### src/rtl/gmii_pkg.sv
// Shared types and constants for the GMII frame transmitter.
package gmii_pkg;

    typedef enum logic [2:0] {
        ST_IDLE,
        ST_PREAMBLE,
        ST_SFD,
        ST_DATA,
        ST_PAD,
        ST_FCS,
        ST_IFG,
        ST_DROP
    } tx_state_t;

    localparam logic [7:0]  PREAMBLE_BYTE = 8'h55;
    localparam logic [7:0]  SFD_BYTE      = 8'hD5;
    localparam logic [31:0] CRC32_POLY_R  = 32'hEDB88320;
    localparam logic [31:0] CRC32_INIT    = 32'hFFFFFFFF;
    localparam int          MIN_PAYLOAD   = 60;

endpackage

### src/rtl/crc32_d8.sv
// One-byte step of the reflected CRC-32 (Ethernet FCS); purely combinational.
module crc32_d8
    import gmii_pkg::*;
(
    input  logic [31:0] crc_in,
    input  logic [7:0]  data,
    output logic [31:0] crc_out
);

    logic [31:0] c;

    // Fold the byte in LSB first, one polynomial division step per bit.
    always_comb begin
        c = crc_in ^ {24'h000000, data};
        for (int i = 0; i < 8; i++) begin
            c = c[0] ? ((c >> 1) ^ CRC32_POLY_R) : (c >> 1);
        end
        crc_out = c;
    end

endmodule

### src/rtl/gmii_frame_tx.sv
// GMII frame transmitter: wraps a payload stream with preamble, SFD, optional
// minimum-size padding, CRC-32 FCS and inter-frame gap. Underrun and oversize
// abort the frame with a single tx_er cycle.
// Build option: define GMII_TX_PAD_EN to pad short frames with 0x00 up to 60
// payload bytes before the FCS.
// State meaning: each state computes what goes on the wire in the NEXT cycle,
// since all GMII outputs are registered.
module gmii_frame_tx
    import gmii_pkg::*;
#(
    parameter int PREAMBLE_LEN = 7,
    parameter int IFG_BYTES    = 12,
    parameter int MAX_PAYLOAD  = 1514,
    parameter int CNT_W        = 16
) (
    input  logic             sys_clk,
    input  logic             rst_n,
    input  logic [7:0]       s_data,
    input  logic             s_valid,
    input  logic             s_last,
    output logic             s_ready,
    output logic [7:0]       gmii_txd,
    output logic             gmii_tx_en,
    output logic             gmii_tx_er,
    output logic             busy,
    output logic [CNT_W-1:0] frame_cnt,
    output logic [CNT_W-1:0] err_cnt
);

    // Byte counter must hold MAX_PAYLOAD+1 (saturation point) and MIN_PAYLOAD.
    localparam int BC_TOP = (MAX_PAYLOAD > MIN_PAYLOAD) ? MAX_PAYLOAD : MIN_PAYLOAD;
    localparam int BC_W   = $clog2(BC_TOP + 2);
    localparam logic [BC_W-1:0] BC_MAX = BC_W'(MAX_PAYLOAD);
`ifdef GMII_TX_PAD_EN
    localparam logic [BC_W-1:0] BC_MIN = BC_W'(MIN_PAYLOAD);
`endif
    // Shared counter: preamble bytes, FCS byte index, IFG cycles.
    localparam int CW = 16;

    tx_state_t        state_q, state_d;
    logic [CW-1:0]    cnt_q, cnt_d;
    logic [BC_W-1:0]  byte_cnt_q, byte_cnt_d;
    logic [31:0]      crc_q, crc_d;
    logic [7:0]       txd_q, txd_d;
    logic             tx_en_q, tx_en_d;
    logic             tx_er_q, tx_er_d;
    logic [CNT_W-1:0] frame_cnt_q, frame_cnt_d;
    logic [CNT_W-1:0] err_cnt_q, err_cnt_d;
    logic             s_ready_c;

    logic [7:0]       crc_byte;
    logic [31:0]      crc_next;
    logic [31:0]      fcs;

    // Pad bytes are zeros; everything else hashed is the accepted payload byte.
    assign crc_byte = (state_q == ST_PAD) ? 8'h00 : s_data;
    assign fcs      = ~crc_q;

    crc32_d8 u_crc (
        .crc_in  (crc_q),
        .data    (crc_byte),
        .crc_out (crc_next)
    );

    // Next-state and next-wire-value logic.
    always_comb begin
        state_d     = state_q;
        cnt_d       = cnt_q;
        byte_cnt_d  = byte_cnt_q;
        crc_d       = crc_q;
        txd_d       = 8'h00;
        tx_en_d     = 1'b0;
        tx_er_d     = 1'b0;
        frame_cnt_d = frame_cnt_q;
        err_cnt_d   = err_cnt_q;
        s_ready_c   = 1'b0;

        case (state_q)
            ST_IDLE: begin
                crc_d      = CRC32_INIT;
                byte_cnt_d = '0;
                if (s_valid) begin
                    txd_d   = PREAMBLE_BYTE;
                    tx_en_d = 1'b1;
                    cnt_d   = CW'(1);
                    state_d = (PREAMBLE_LEN == 1) ? ST_SFD : ST_PREAMBLE;
                end
            end

            ST_PREAMBLE: begin
                txd_d   = PREAMBLE_BYTE;
                tx_en_d = 1'b1;
                cnt_d   = cnt_q + CW'(1);
                if (cnt_q == CW'(PREAMBLE_LEN - 1))
                    state_d = ST_SFD;
            end

            // SFD is registered here; the first payload byte is accepted while
            // it is on the wire so data follows without a gap.
            ST_SFD: begin
                txd_d   = SFD_BYTE;
                tx_en_d = 1'b1;
                state_d = ST_DATA;
            end

            ST_DATA: begin
                s_ready_c = 1'b1;
                if (!s_valid) begin
                    tx_en_d   = 1'b1;
                    tx_er_d   = 1'b1;
                    err_cnt_d = err_cnt_q + CNT_W'(1);
                    state_d   = ST_DROP;
                end else if (byte_cnt_q == BC_MAX) begin
                    // Oversize takes priority over s_last on the same byte.
                    tx_en_d    = 1'b1;
                    tx_er_d    = 1'b1;
                    err_cnt_d  = err_cnt_q + CNT_W'(1);
                    byte_cnt_d = BC_MAX + BC_W'(1);
                    cnt_d      = '0;
                    state_d    = s_last ? ST_IFG : ST_DROP;
                end else begin
                    txd_d      = s_data;
                    tx_en_d    = 1'b1;
                    crc_d      = crc_next;
                    byte_cnt_d = byte_cnt_q + BC_W'(1);
                    if (s_last) begin
                        cnt_d = '0;
`ifdef GMII_TX_PAD_EN
                        state_d = ((byte_cnt_q + BC_W'(1)) < BC_MIN) ? ST_PAD : ST_FCS;
`else
                        state_d = ST_FCS;
`endif
                    end
                end
            end

`ifdef GMII_TX_PAD_EN
            ST_PAD: begin
                tx_en_d    = 1'b1;
                crc_d      = crc_next;
                byte_cnt_d = byte_cnt_q + BC_W'(1);
                if (byte_cnt_q == BC_MIN - BC_W'(1)) begin
                    cnt_d   = '0;
                    state_d = ST_FCS;
                end
            end
`endif

            ST_FCS: begin
                txd_d   = fcs[{cnt_q[1:0], 3'b000} +: 8];
                tx_en_d = 1'b1;
                cnt_d   = cnt_q + CW'(1);
                if (cnt_q[1:0] == 2'd3) begin
                    frame_cnt_d = frame_cnt_q + CNT_W'(1);
                    cnt_d       = '0;
                    state_d     = ST_IFG;
                end
            end

            ST_IFG: begin
                cnt_d = cnt_q + CW'(1);
                if (cnt_q == CW'(IFG_BYTES - 1))
                    state_d = ST_IDLE;
            end

            ST_DROP: begin
                s_ready_c = 1'b1;
                if (s_valid && s_last) begin
                    cnt_d   = '0;
                    state_d = ST_IFG;
                end
            end

            default: state_d = ST_IDLE;
        endcase
    end

    // State and output registers with synchronous active-low reset.
    always_ff @(posedge sys_clk) begin
        if (!rst_n) begin
            state_q     <= ST_IDLE;
            cnt_q       <= '0;
            byte_cnt_q  <= '0;
            crc_q       <= CRC32_INIT;
            txd_q       <= 8'h00;
            tx_en_q     <= 1'b0;
            tx_er_q     <= 1'b0;
            frame_cnt_q <= '0;
            err_cnt_q   <= '0;
        end else begin
            state_q     <= state_d;
            cnt_q       <= cnt_d;
            byte_cnt_q  <= byte_cnt_d;
            crc_q       <= crc_d;
            txd_q       <= txd_d;
            tx_en_q     <= tx_en_d;
            tx_er_q     <= tx_er_d;
            frame_cnt_q <= frame_cnt_d;
            err_cnt_q   <= err_cnt_d;
        end
    end

    assign s_ready    = s_ready_c;
    assign gmii_txd   = txd_q;
    assign gmii_tx_en = tx_en_q;
    assign gmii_tx_er = tx_er_q;
    assign busy       = (state_q != ST_IDLE);
    assign frame_cnt  = frame_cnt_q;
    assign err_cnt    = err_cnt_q;

endmodule

### config.mk
export PLATFORM = sky130hd
export DESIGN_NAME = gmii_frame_tx
export DESIGN_NICKNAME = d
export VERILOG_FILES = /design/src/rtl/gmii_pkg.sv /design/src/rtl/crc32_d8.sv /design/src/rtl/gmii_frame_tx.sv
export SDC_FILE = /design/constraint.sdc
export NUM_CORES = 1
export LEC_CHECK = 0
export ABC_AREA = 1
export BUFFER_PORTS_ARGS = -buffer_cell sky130_fd_sc_hd__buf_4
export CAP_MARGIN = 15
export CORE_AREA = 2 2 112 114
export CTS_CLUSTER_DIAMETER = 30
export CTS_CLUSTER_SIZE = 30
export DETAILED_ROUTE_END_ITERATION = 6
export DIE_AREA = 0 0 114 116
export GPL_TIMING_DRIVEN = 0
export PLACE_DENSITY = 0.84
export SLEW_MARGIN = 20
export SYNTH_ARGS = -nofsm -noshare
export SYNTH_HDL_FRONTEND = slang
export SYNTH_SLANG_ARGS = --single-unit
### constraint.sdc
create_clock -name sys_clk -period 2.01 [get_ports sys_clk]
set_clock_uncertainty 0.2 [all_clocks]
set_input_delay 0.603 -clock sys_clk [delete_from_list [all_inputs] [get_ports sys_clk]]
set_output_delay 0.603 -clock sys_clk [all_outputs]
set_load 0.05 [all_outputs]
---- Word-level counts from Yosys, hierarchy flattened ----
Cells that the tools add are included.
cells by class
  shift operators ......................... 1
  eq/ne operators ......................... 21
  bitwise gates (word level) .............. 10
  $add $sub $neg .......................... 4
  multiplexer cells ....................... 43
  reduce and logical (&&, ||, !) cells .... 15
operators with widths
  operator                                                                 count
  32-bit 2-to-1 mux                                                        10
  16-bit 2-to-1 mux                                                        8
  13-bit inverter with 14-bit output                                       8
  16-bit one-hot mux with 5 select lines                                   1
  32-bit one-hot mux with 2 select lines                                   1
  16-bit by 1-bit adder with 16-bit output (second input constant)         3
  8-bit one-hot mux with 5 select lines                                    1
  32-bit inverter                                                          1
  32-bit by 6-bit variable part select with 8-bit output                   1
  32-bit by 8-bit bitwise XOR with 32-bit output                           1
  3-bit 2-to-1 mux                                                         8
  8-bit 2-to-1 mux                                                         3
  11-bit 2-to-1 mux                                                        2
  11-bit one-hot mux with 2 select lines                                   1
  3-bit one-hot mux with 7 select lines                                    1
  16-bit by 3-bit equality test with 1-bit output (second input constant)  1
  16-bit by 4-bit equality test with 1-bit output (second input constant)  1
  2-bit inequality test (second input constant)                            7
  3-bit equality test (second input constant)                              4
  11-bit by 1-bit adder with 11-bit output (second input constant)         1
  11-bit equality test (second input constant)                             1
  2-bit AND reduction                                                      4
  7-bit 2-to-1 mux                                                         1
  3-bit by 2-bit equality test with 1-bit output (second input constant)   2
  other kinds (17)                                                         22
storage, ports and cells
  output and inout port bits .............. 44
  register bits after elaboration ......... 104

---- Depth between registers and ports, before layout ----
Gate-level depths: netlist of the first run.
  word-level depth ........................ 22
  gate-level depth with buffers ........... 18
  depth with buffers taken out ............ 16

---- Cells and area by module ----
From an unflattened synthesis of the first run, not the netlist that was laid out.
second synthesis, totals
  cell total of the unflattened synthesis .. 1104
  area, all modules ....................... 6936.7 um^2
by module, submodules not included
  module         cells an instance  times used  seq. area each (um^2)  area an instance (um^2)
  gmii_frame_tx  847                1           2082.0                 5642.9
  crc32_d8       257                1           0.0                    1293.7

---- Worst setup path before layout of the first run ----
OpenSTA, ideal clock, no wires.
  kind .................................... register -> register
  from .................................... register state_q[2]
  to ...................................... register cnt_q[0]
  arrival ................................. 1960 ps
  stages on the path, launching flop included .. 9
  required time ........................... 1688 ps
  library setup time ...................... 122 ps
  period minus slack after synthesis ...... 2281 ps
  path slack .............................. -271 ps
  cell sequence ........................... dfxtp_1 -> nor2_1 -> nand2_1 -> o22ai_1 -> a21oi_1 -> nand3_1 -> buf_2 -> a221oi_1 -> nor2_1
between the ends
  word-level cells in the longest chain between the ends .. 4
  elaborated cells between the ends (all ways) .. 14
  classes of those cells .................. eq/ne (9); mux (1); reduce/logical (4)
RTL lines
  item                                                                                   line                  source
  from (decl)                                                                            gmii_frame_tx.sv:40   tx_state_t state_q, state_d;
  from (signal assigned)                                                                 gmii_frame_tx.sv:191  state_q <= state_d;
  3-bit equality test or 3-bit by 1-bit equality test with 1-bit output (tied branches)  gmii_frame_tx.sv:78   case (state_q)
  2-bit OR reduction (no source line)                                                    -
  5-bit nonzero test (no source line)                                                    -
  5-bit AND reduction (no source line)                                                   -
  to (signal assigned)                                                                   gmii_frame_tx.sv:192  cnt_q <= cnt_d;
  to (decl)                                                                              gmii_frame_tx.sv:41   logic [CW-1:0] cnt_q, cnt_d;
Parallel ways exist; a longest one is shown, timed or not.
A chain may end at the register's enable or synchronous reset.

---- Final worst setup path of the first run ----
  from .................................... register state_q[0]
  to ...................................... register crc_q[23]
between the ends
  word-level cells in the longest chain between the ends .. 19
  elaborated cells between the ends (all ways) .. 26
  classes of those cells .................. eq/ne (4); mux (12); bitwise (7); reduce/logical (3)
RTL lines
  item                                                 line                  source
  3-bit equality test                                  gmii_frame_tx.sv:56   assign crc_byte = (state_q == ST_PAD) ? 8'h00 : s_data;
  8-bit 2-to-1 mux                                     gmii_frame_tx.sv:56
  32-bit by 8-bit bitwise XOR with 32-bit output       crc32_d8.sv:14        c = crc_in ^ {24'h000000, data};
  32-bit 2-to-1 mux                                    crc32_d8.sv:16        c = c[0] ? ((c >> 1) ^ CRC32_POLY_R) : (c >> 1);
  13-bit inverter with 14-bit output (no source line)  -
  32-bit 2-to-1 mux (2 in a row)                       crc32_d8.sv:16
  13-bit inverter with 14-bit output (no source line)  -
  32-bit 2-to-1 mux                                    crc32_d8.sv:16
  13-bit inverter with 14-bit output (no source line)  -
  32-bit 2-to-1 mux (2 in a row)                       crc32_d8.sv:16
  13-bit inverter with 14-bit output (no source line)  -
  32-bit 2-to-1 mux                                    crc32_d8.sv:16
  13-bit inverter with 14-bit output (no source line)  -
  32-bit 2-to-1 mux                                    crc32_d8.sv:16
  32-bit 2-to-1 mux                                    gmii_frame_tx.sv:113  end else if (byte_cnt_q == BC_MAX) begin
  32-bit 2-to-1 mux                                    gmii_frame_tx.sv:108  if (!s_valid) begin
  32-bit one-hot mux with 2 select lines               gmii_frame_tx.sv:78
  to (signal assigned)                                 gmii_frame_tx.sv:194  crc_q <= crc_d;
  to (decl)                                            gmii_frame_tx.sv:43   logic [31:0] crc_q, crc_d;
Parallel ways exist; a longest one is shown, timed or not. The select of a mux whose other input is x is not followed.

==> flow_metrics.env, run 1 <==
export IMPL_gp_congestion=0.9831
export IMPL_max_slew_margin=0.4485
export IMPL_r2r_cells=13
export IMPL_grt_max_degree=18
export IMPL_io_pins=56
export IMPL_clock_root_buffer="clkbuf_16"
export IMPL_dieWidth_um=114
export IMPL_end_kind="flip-flop"
export IMPL_grt_usage=0.3405
export IMPL_netlist_area_mm2=0.006432
export IMPL_num_vias=8667
export IMPL_hpwl_um=13070
export IMPL_worst_setup_path_start_kind="flip-flop"
export IMPL_ys_seq_area_frac=0.3237
export IMPL_worst_slack_ps=-472.5
export IMPL_hold_start="frame_cnt[2]"
export IMPL_r2r_end="crc_q[23]"
export IMPL_violations="DRC, setup timing"
export IMPL_reg2reg_slack_ps=-470
export IMPL_clkLatencyLatePin_ps=370
export IMPL_cp_max_fo=8
export IMPL_cts_tree="done"
export IMPL_grt_pass1_wl_um=35220
export IMPL_dr_pass1_iters=7
export IMPL_ys_warnings_count=0
export IMPL_synth_cell_type_count=52
export IMPL_numCtsBuffers=9
export IMPL_p_per_area_mw_per_mm2=1727
export IMPL_period_share=1.235
export IMPL_worst_pin_slew_ps=827.2
export IMPL_cts_clk_slew_worst_paths_ps=80
export IMPL_cts_sinks=104
export IMPL_wire_per_inst_um=24.48
export IMPL_hold_viol=0
export IMPL_io_buffers=54
export IMPL_setup_violations=90
export IMPL_cts_hold_buf=0
export IMPL_min_delay_worst_endpoint="frame_cnt[2]"
export IMPL_h_tree_depth=3
export IMPL_min_path_type="reg2reg"
export IMPL_async_flop_share=0
export IMPL_whs_path_depth=1
export IMPL_stdcell_count=1266
export IMPL_postRouteAntennaNets=0
export IMPL_yosys_most_used_dff="dfxtp_1"
export IMPL_layout_drive_gt1_share=0.3896
export IMPL_drc_errors=2
export IMPL_critPathKind="reg2reg"
export IMPL_ys_seq_elements=104
export IMPL_arrival_ps=2530
export IMPL_core_mm2=0.01191
export IMPL_critPathRequiredTime_ps=2060
export IMPL_yosys_top_cells_area="dfxtp_1 32%, nand2_1 14%, a21oi_1 6.4%"
export IMPL_period_minus_slack_ps=2483
export IMPL_maxCapViolations=0
export IMPL_dp_cells=1145
export IMPL_synth_common_cells="242 x nand2_1, 104 x dfxtp_1, 82 x a21oi_1"
export IMPL_synth_edf_count=0
export IMPL_drv_slew=0
export IMPL_max_vdd_ir_drop_uv=721.3
export IMPL_fin_nets=1133
export IMPL_rsz0062_at_grt="yes"
export IMPL_routed_wl_um=30990
export IMPL_drtIter0Drc=1784
export IMPL_core_rowCount=40
export IMPL_yosysMostFrequentCell="nand2_1"
export IMPL_die_h_um=116
export IMPL_synth_top_cell_area_share=0.3237
export IMPL_initial_core_util=0.5400
export IMPL_first_global_vias=7097
export IMPL_via_per_inst=6.846
export IMPL_fmax_mhz=402.8
export IMPL_antenna_cells=0
export IMPL_postSynthAreaPerCell_um2=6.814
export IMPL_clockBufferDepth=2
export IMPL_total_power_w=0.01670
export IMPL_overflow=0
export IMPL_syn_nets=963
export IMPL_status="finished, violations left"
export IMPL_die_area_mm2=0.01322
export IMPL_antenna_found_initial=0
export IMPL_syn_inst=944
export IMPL_area_delta_synth_final_pct=50.26
export IMPL_leakage_nw=4.105
export IMPL_yosysTopAreaCell="dfxtp_1"
export IMPL_timing_rr_start="state_q[0]"
flip-flops by register name, summed over array words and instances, names as in the netlist:
name        flops
byte_cnt_q     11
cnt_q          16
crc_q          32
err_cnt        16
frame_cnt      16
gmii_tx_en      1
gmii_tx_er      1
gmii_txd        8
state_q         3
layout make-up:
type | count | area [um^2]
Clock buffer | 11 | 232.7
Multi-Input combinational cell | 724 | 5022
Buffer | 28 | 210.2
Timing Repair Buffer | 162 | 1460
Inverter | 85 | 362.8
Clock inverter | 5 | 86.33
Tap cell | 147 | 183.9
Fill cell | 567 | 2246
Sequential cell | 104 | 2107
stage by stage:
| stage | hold slack, ps | util | cell area (um^2) | setup slack (ps) | setup TNS (ps) |
|---|---|---|---|---|---|
| floorplan | 253.0 | - | 6459 | -3.413 | -3.413 |
| global placement | 259.6 | 0.5917 | 7048 | -581.0 | -30960 |
| finish | 293.5 | 0.8115 | 9666 | -472.5 | -15680 |
| global route | 308.6 | 0.8115 | 9666 | -726.9 | -19990 |
| detailed placement | 266.6 | 0.5917 | 7048 | -571.5 | -32190 |
| CTS | 277.9 | 0.7153 | 8521 | -139.0 | -3013 |
layout by cell type, fill, tap and decap left out, drive strengths merged:
cell and instances:
a31oi 5, nor3 31, or2 5, nand3b 2, o221ai 3, nand3 72, o22ai 3, ha 7
nand2 276, nor2 84, dfxtp 104, o21ba 1, a211oi 6, nand4 8, xor2 34, o31ai 1
bufinv 2, o211ai 11, o21bai 3, nor3b 3, xnor2 12, a21oi 83, o21ai 63, clkinv 3
a32oi 1, nor4 4, buf 173, a221oi 3, inv 82, o21a 3, clkbuf 28, clkinvlp 3
cells by family (layout without fill, tap and decap cells):
kind of cell | after synthesis | after routing | share of synthesized area
AOI/OAI and AO/OA | 186 | 186 | 0.1611
xor gates and xnor gates | 46 | 46 | 0.07430
adders and majority gates | 7 | 7 | 0.01362
buffers and inverters | 116 | 291 | 0.07353
DFF | 104 | 104 | 0.3237
and+or+nand+nor | 485 | 485 | 0.3538
worst max path at each step:
| stage | start | slack (ps) | end | cells after the start |
|---|---|---|---|---|
| global placement | rst_n | -580 | gmii_txd[1] | 5 |
| finish | state_q[0] | -470 | crc_q[23] | 13 |
| floorplan | state_q[0] | -3 | cnt_q[0] | 9 |
| global route | state_q[0] | -730 | crc_q[17] | 11 |
| CTS | state_q[1] | -140 | crc_q[26] | 15 |
| detailed placement | rst_n | -570 | gmii_tx_en | 5 |
worst max-delay path, cell delays in order (launching register included):
cell and delay, ps:
dfxtp_4 390, nor2_4 190, nand2_8 170, buf_12 210, nand3_4 110, nand3_1 130, nand2_1 100, nand2_1 60
nand2_1 240, nand3_1 150, nand3_1 120, nand3_2 80, nand2_1 90, nand2_1 80
layer usage:
layer / track usage / share of wire / up-vias
met5: 0 / 0 / -
met4: 0.2033 / 0.099 / 0
met3: 0.08996 / 0.15 / 367
met2: 0.5615 / 0.43 / 976
met1: 0.3998 / 0.32 / 3864
li1: - / - / 3460
repair_timing:
item                                    in CTS  in global routing
pin swaps                                   38                 83
gates cloned                                 2                  2
setup buffers                               59                 47
gates resized for setup                    170                185
endpoints found under the setup margin      93                 98
report_power, final:
part / leakage [nW] / switching (W) / total (W) / internal (W)
Combinational: 3.10 / 0.00725 / 0.0117 / 0.00446
Sequential: 0.852 / 0.000548 / 0.00299 / 0.00244
Clock: 0.155 / 0.000884 / 0.00199 / 0.00111
No activity file was read; power rests on OpenSTA's default activity.
==> inputs of run 2 (changes only) <==
--- a/config.mk
+++ b/config.mk
@@ -8,13 +8,13 @@
 export ABC_AREA = 1
 export BUFFER_PORTS_ARGS = -buffer_cell sky130_fd_sc_hd__buf_4
 export CAP_MARGIN = 15
-export CORE_AREA = 2 2 112 114
+export CORE_AREA = 2 2 117 119
 export CTS_CLUSTER_DIAMETER = 30
 export CTS_CLUSTER_SIZE = 30
 export DETAILED_ROUTE_END_ITERATION = 6
-export DIE_AREA = 0 0 114 116
+export DIE_AREA = 0 0 119 121
 export GPL_TIMING_DRIVEN = 0
-export PLACE_DENSITY = 0.84
+export PLACE_DENSITY = 0.78
 export SLEW_MARGIN = 20
 export SYNTH_ARGS = -nofsm -noshare
 export SYNTH_HDL_FRONTEND = slang
==> flow_metrics.env, run 2 (synthesis results as in run 1) <==
export IMPL_status="finished, violations left"
export IMPL_violations="DRC, setup timing"
export IMPL_setup_violations=57
export IMPL_wire_per_inst_um=18.54
export IMPL_dr_pass1_iters=7
export IMPL_end_kind="flip-flop"
export IMPL_clkLatencyLatePin_ps=370
export IMPL_die_area_mm2=0.01440
export IMPL_period_share=1.154
export IMPL_fmax_mhz=431.0
export IMPL_io_buffers=54
export IMPL_worst_setup_path_start_kind="flip-flop"
export IMPL_numCtsBuffers=9
export IMPL_internal_power_w=0.007125
export IMPL_hpwl_um=13030
export IMPL_h_tree_depth=3
export IMPL_gp_congestion=0.9520
export IMPL_leakage_nw=3.886
export IMPL_design_area_mm2=0.009149
export IMPL_critPathRequiredTime_ps=2070
export IMPL_reg2reg_slack_ps=-310
export IMPL_regArea_mm2=0.002107
export IMPL_routed_wl_um=23660
export IMPL_hold_viol=0
export IMPL_p_per_area_mw_per_mm2=1547
export IMPL_cts_tree="done"
export IMPL_first_global_vias=6465
export IMPL_antenna_found_initial=0
export IMPL_core_mm2=0.01309
export IMPL_postRouteAntennaNets=0
export IMPL_drtIter0Drc=1056
export IMPL_arrival_ps=2380
export IMPL_dieWidth_um=119
export IMPL_worst_slack_ps=-310.4
export IMPL_largest_reg_flops=32
export IMPL_fin_nets=1114
export IMPL_fillers=885
export IMPL_finalSetupTns_ps=-6406
export IMPL_max_vdd_ir_drop_uv=678.5
export IMPL_antenna_cells=0
export IMPL_num_vias=7635
export IMPL_grt_usage=0.2814
export IMPL_maxCapViolations=0
export IMPL_p_sw_frac=0.4965
export IMPL_p_seq_frac=0.206
export IMPL_layout_drive_gt1_share=0.3382
export IMPL_p_sw_w=0.007027
export IMPL_cts_clk_slew_worst_paths_ps=70
export IMPL_multi_input_area_mm2=0.004656
export IMPL_overflow=0
export IMPL_clock_root_buffer="clkbuf_16"
export IMPL_die_h_um=121
export IMPL_layout_common_cells="200 x nand2_1, 119 x buf_4, 94 x dfxtp_1, 81 x a21oi_1, 69 x inv_1"
export IMPL_dpl_cell_area_mm2=0.007084
export IMPL_dp_cells=1174
export IMPL_total_power_w=0.01415
export IMPL_grt_pass1_wl_um=32150
export IMPL_core_rowCount=42
export IMPL_period_minus_slack_ps=2320
export IMPL_comb_power_share=0.660
export IMPL_stdcell_count=1276
export IMPL_min_path_type="reg2reg"
export IMPL_rsz0062_at_grt="yes"
export IMPL_critPathKind="reg2reg"
export IMPL_pwr_share_clk=0.134
export IMPL_initial_core_util=0.4916
export IMPL_max_slew_margin=0.4438
export IMPL_grt_max_degree=19
export IMPL_layout_commonest_cell="nand2_1"
export IMPL_drv_slew=0
export IMPL_regMostFlops="crc_q"
export IMPL_cp_max_fo=8
export IMPL_worst_pin_slew_ps=834.3
export IMPL_via_per_inst=5.984
export IMPL_cts_sinks=104
export IMPL_io_pins=56
export IMPL_clockBufferDepth=2
export IMPL_drc_errors=1
export IMPL_area_delta_synth_final_pct=42.23
[run 2: final cells by class]
| type | count | share of cell area |
|---|---|---|
| Inverter | 85 | 0.03884 |
| Buffer | 29 | 0.02667 |
| Multi-Input combinational cell | 724 | 0.5089 |
| Sequential cell | 104 | 0.2303 |
| Timing Repair Buffer | 142 | 0.1372 |
| Clock buffer | 10 | 0.02612 |
| Clock inverter | 6 | 0.007932 |
| Tap cell | 176 | 0.02407 |
[run 2: metrics by stage]
stage               hold WS [ps]  utilization  setup slack (ps)
finish                     280.7       0.6992            -310.4
global route               318.7       0.6992            -395.2
CTS                        274.9       0.6337            -155.9
detailed placement         262.8       0.5414            -569.8
global placement           261.2       0.5414            -542.0
floorplan                  253.0            -            -3.413
[run 2: routing by layer]
metal,vias up,share of wire,track usage
met2,587,0.46,0.4587
met3,162,0.11,0.06156
li1,3428,-,-
met1,3458,0.36,0.3467
met5,-,0,0
met4,0,0.069,0.1533
[run 2: timing repair]
item,4_1_cts,5_1_grt
resized for setup,116,157
gates cloned,3,2
hold buffers,0,0
setup endpoints to repair,94,82
buffers inserted,49,35
pin swaps,37,67
[run 2: path summary, 6_finish.rpt]
path | startpoint | end | cells past startpoint
worst min register to register | cnt_q[8] | cnt_q[8] | 2
worst max register to register | state_q[0] | crc_q[2] | 12
worst max-delay path | state_q[0] | crc_q[2] | 12
worst min-delay path | cnt_q[8] | cnt_q[8] | 2
[run 2: power by group through the flow]
stage	Sequential [W]	Combinational [W]	Clock [W]
after global routing	0.00294	0.00981	0.00198
after CTS	0.00285	0.00745	0.00189
after global placement	0.00279	0.00589	0
final	0.00291	0.00935	0.00189
after floorplan	0.00291	0.00442	0
after detailed placement	0.00280	0.00596	0
[run 2: critical path, stage by stage (launching register included)]
cell	delay, ps
dfxtp_4	390
nor2_4	170
nand2_8	140
buf_12	190
nand3_2	100
nand2_4	100
nand2_2	120
nand2_4	90
buf_4	160
a21oi_1	220
o21ai_0	170
nand2_1	90
nand2_1	60
==> inputs of run 3 (changes only) <==
--- a/config.mk
+++ b/config.mk
@@ -8,14 +8,15 @@
 export ABC_AREA = 1
 export BUFFER_PORTS_ARGS = -buffer_cell sky130_fd_sc_hd__buf_4
 export CAP_MARGIN = 15
-export CORE_AREA = 2 2 117 119
+export CELL_PAD_IN_SITES_DETAIL_PLACEMENT = 1
+export CELL_PAD_IN_SITES_GLOBAL_PLACEMENT = 1
+export CORE_AREA = 2 2 132 134
 export CTS_CLUSTER_DIAMETER = 30
 export CTS_CLUSTER_SIZE = 30
 export DETAILED_ROUTE_END_ITERATION = 6
-export DIE_AREA = 0 0 119 121
+export DIE_AREA = 0 0 134 136
 export GPL_TIMING_DRIVEN = 0
-export PLACE_DENSITY = 0.78
-export SLEW_MARGIN = 20
+export PLACE_DENSITY = 0.83
 export SYNTH_ARGS = -nofsm -noshare
 export SYNTH_HDL_FRONTEND = slang
 export SYNTH_SLANG_ARGS = --single-unit
==> flow_metrics.env, run 3 (synthesis results as in run 1) <==
export IMPL_status="finished, violations left"
export IMPL_violations="setup timing"
export IMPL_internal_power_w=0.008298
export IMPL_finalSetupTns_ps=-17480
export IMPL_total_power_w=0.01751
export IMPL_cts_hold_buf=0
export IMPL_cts_tree="done"
export IMPL_layout_commonest_cell="nand2_1"
export IMPL_dr_pass1_iters=5
export IMPL_grt_max_degree=19
export IMPL_drtIter0Drc=622
export IMPL_hold_viol=0
export IMPL_worst_pin_slew_ps=875.1
export IMPL_critical_path_top_delay_family="simple AND/OR/NAND/NOR gates"
export IMPL_postRouteAntennaNets=0
export IMPL_overflow=0
export IMPL_layout_drive_gt1_share=0.4297
export IMPL_first_global_vias=7878
export IMPL_io_pins=56
export IMPL_maxCapViolations=0
export IMPL_antenna_cells=0
export IMPL_critPathKind="reg2reg"
export IMPL_die_h_um=136
export IMPL_path_depth=16
export IMPL_die_area_mm2=0.01822
export IMPL_worst_slack_ps=-520.0
export IMPL_core_rowCount=48
export IMPL_grt_usage=0.2970
export IMPL_io_buffers=54
export IMPL_critPathBufInv=3
export IMPL_fmax_mhz=395.3
export IMPL_dieWidth_um=134
export IMPL_pwr_share_clk=0.121
export IMPL_routed_wl_um=36070
export IMPL_whs_path_depth=2
export IMPL_dpl_cell_area_mm2=0.007146
export IMPL_p_sw_frac=0.5261
export IMPL_initial_core_util=0.3812
export IMPL_antenna_found_initial=0
export IMPL_grt_pass1_wl_um=42150
export IMPL_r2r_cells=16
export IMPL_largest_reg_flops=32
export IMPL_setup_violations=85
export IMPL_drv_slew=0
export IMPL_arrival_ps=2550
export IMPL_core_mm2=0.01688
export IMPL_end_kind="flip-flop"
export IMPL_wire_per_inst_um=26.60
export IMPL_layout_common_cells="168 x nand2_1, 137 x buf_4, 93 x dfxtp_1, 68 x a21oi_1, 68 x inv_1"
export IMPL_area_delta_synth_final_pct=57.11
export IMPL_regMostFlops="crc_q"
export IMPL_cts_clk_slew_worst_paths_ps=80
export IMPL_via_per_inst=6.126
export IMPL_design_area_mm2=0.01011
export IMPL_worst_setup_path_start_kind="flip-flop"
export IMPL_cp_max_fo=5
export IMPL_crit_chain="nor2_4 > nand2_4 > buf_12 > nand2_2 > nand2_2 > nand2_4 > buf_4 > nand2_1 > nand2_2 > inv_1 > nand2_4 > nand2_2 > nand2_1 > nand3_1 > nand2_1 > nand2_1"
export IMPL_drc_errors=0
export IMPL_critPathRequiredTime_ps=2030
export IMPL_clock_root_buffer="clkbuf_16"
export IMPL_max_vdd_ir_drop_uv=820.1
export IMPL_clkLatencyLatePin_ps=380
export IMPL_min_path_type="reg2reg"
export IMPL_comb_power_share=0.708
export IMPL_numCtsBuffers=9
export IMPL_fin_nets=1145
export IMPL_h_tree_depth=3
export IMPL_period_minus_slack_ps=2530
export IMPL_gp_congestion=0.9223
export IMPL_p_seq_frac=0.171
export IMPL_p_sw_w=0.009211
export IMPL_rsz0062_at_grt="yes"
export IMPL_period_share=1.259
export IMPL_leakage_nw=4.291
export IMPL_cts_sinks=104
export IMPL_num_vias=8307
export IMPL_clockBufferDepth=2
export IMPL_hpwl_um=16170
export IMPL_slowest_stage="dfxtp_4"
export IMPL_critPathMaxStageDelay_ps=370
export IMPL_max_slew_margin=0.4166
export IMPL_p_per_area_mw_per_mm2=1733
[run 3: cell types whose count changed in the layout (fill, tap and decap cells not counted), moves of 7 or more]
| cell | change |
|---|---|
| buf_6 | +10 |
| a21oi_1 | -13 |
| nand2_1 | -32 |
| nand3_1 | -7 |
| a21oi_2 | +12 |
| nand2_8 | +8 |
| nor2_1 | -8 |
| nor2_4 | +7 |
| nand2_4 | +12 |
| nand2_2 | +12 |
| buf_4 | +18 |
| xor2_1 | -7 |
[run 3: area by class of cell]
type                    instances  area, um^2
fillers                      2013        6770
clock inverters                 6       100.1
multi-input cells             724        5248
plain buffers                  29       235.2
clock buffers                  10       239.0
inverters                      85       359.1
well taps                     225       281.5
repair buffers                173        1530
flip-flops and latches        104        2113
[run 3: final timing paths]
path,start,endpoint,slack [ps]
worst max-delay path,state_q[0],crc_q[23],-520
worst min-delay path,frame_cnt[13],frame_cnt[13],300
worst max register to register,state_q[0],crc_q[23],-520
worst min register to register,frame_cnt[13],frame_cnt[13],300
[run 3: repair_timing]
item / 4_1_cts / 5_1_grt
endpoints found under the setup margin: 95 / 94
endpoints found under the hold margin: 0 / 0
buffers inserted: 60 / 56
resized for setup: 142 / 275
cloned: 2 / 1
pin swaps: 46 / 94
[run 3: metal layers]
layer | vias to the layer above | global-route usage | wire (um)
met5 | - | 0 | 0
met4 | 0 | 0.1696 | 3077
met3 | 243 | 0.05630 | 2595
met2 | 532 | 0.5140 | 17480
met1 | 4051 | 0.3444 | 12910
li1 | 3481 | - | -
[run 3: power groups by stage]
stage / clock [W] / sequential (W) / combinational [W]
floorplan: 0 / 0.00291 / 0.00442
global placement: 0 / 0.00281 / 0.00611
detailed placement: 0 / 0.00282 / 0.00629
CTS: 0.00207 / 0.00286 / 0.00828
global route: 0.00217 / 0.00300 / 0.0127
finish: 0.00211 / 0.00299 / 0.0124
[run 3: stage by stage]
| step | hold WS, ps | util | std cells | setup slack [ps] |
|---|---|---|---|---|
| 6_report | 298.9 | 0.5988 | 1356 | -520.0 |
| 5_1_grt | 325.7 | 0.5988 | 1356 | -616.7 |
| 4_1_cts | 287.1 | 0.5076 | 1300 | -209.3 |
| 3_5_place_dp | 274.8 | 0.4234 | 1223 | -750.3 |
| 3_3_place_gp | 263.4 | 0.4234 | 1223 | -734.5 |
| 2_1_floorplan | 253.0 | - | 944 | -3.413 |
[run 3: worst reg2reg max path, delay by kind of cell (launching register included)]
kind	cells	cell delay [ps]
simple gates	13	1340
buf+inv	3	450
flops	1	370
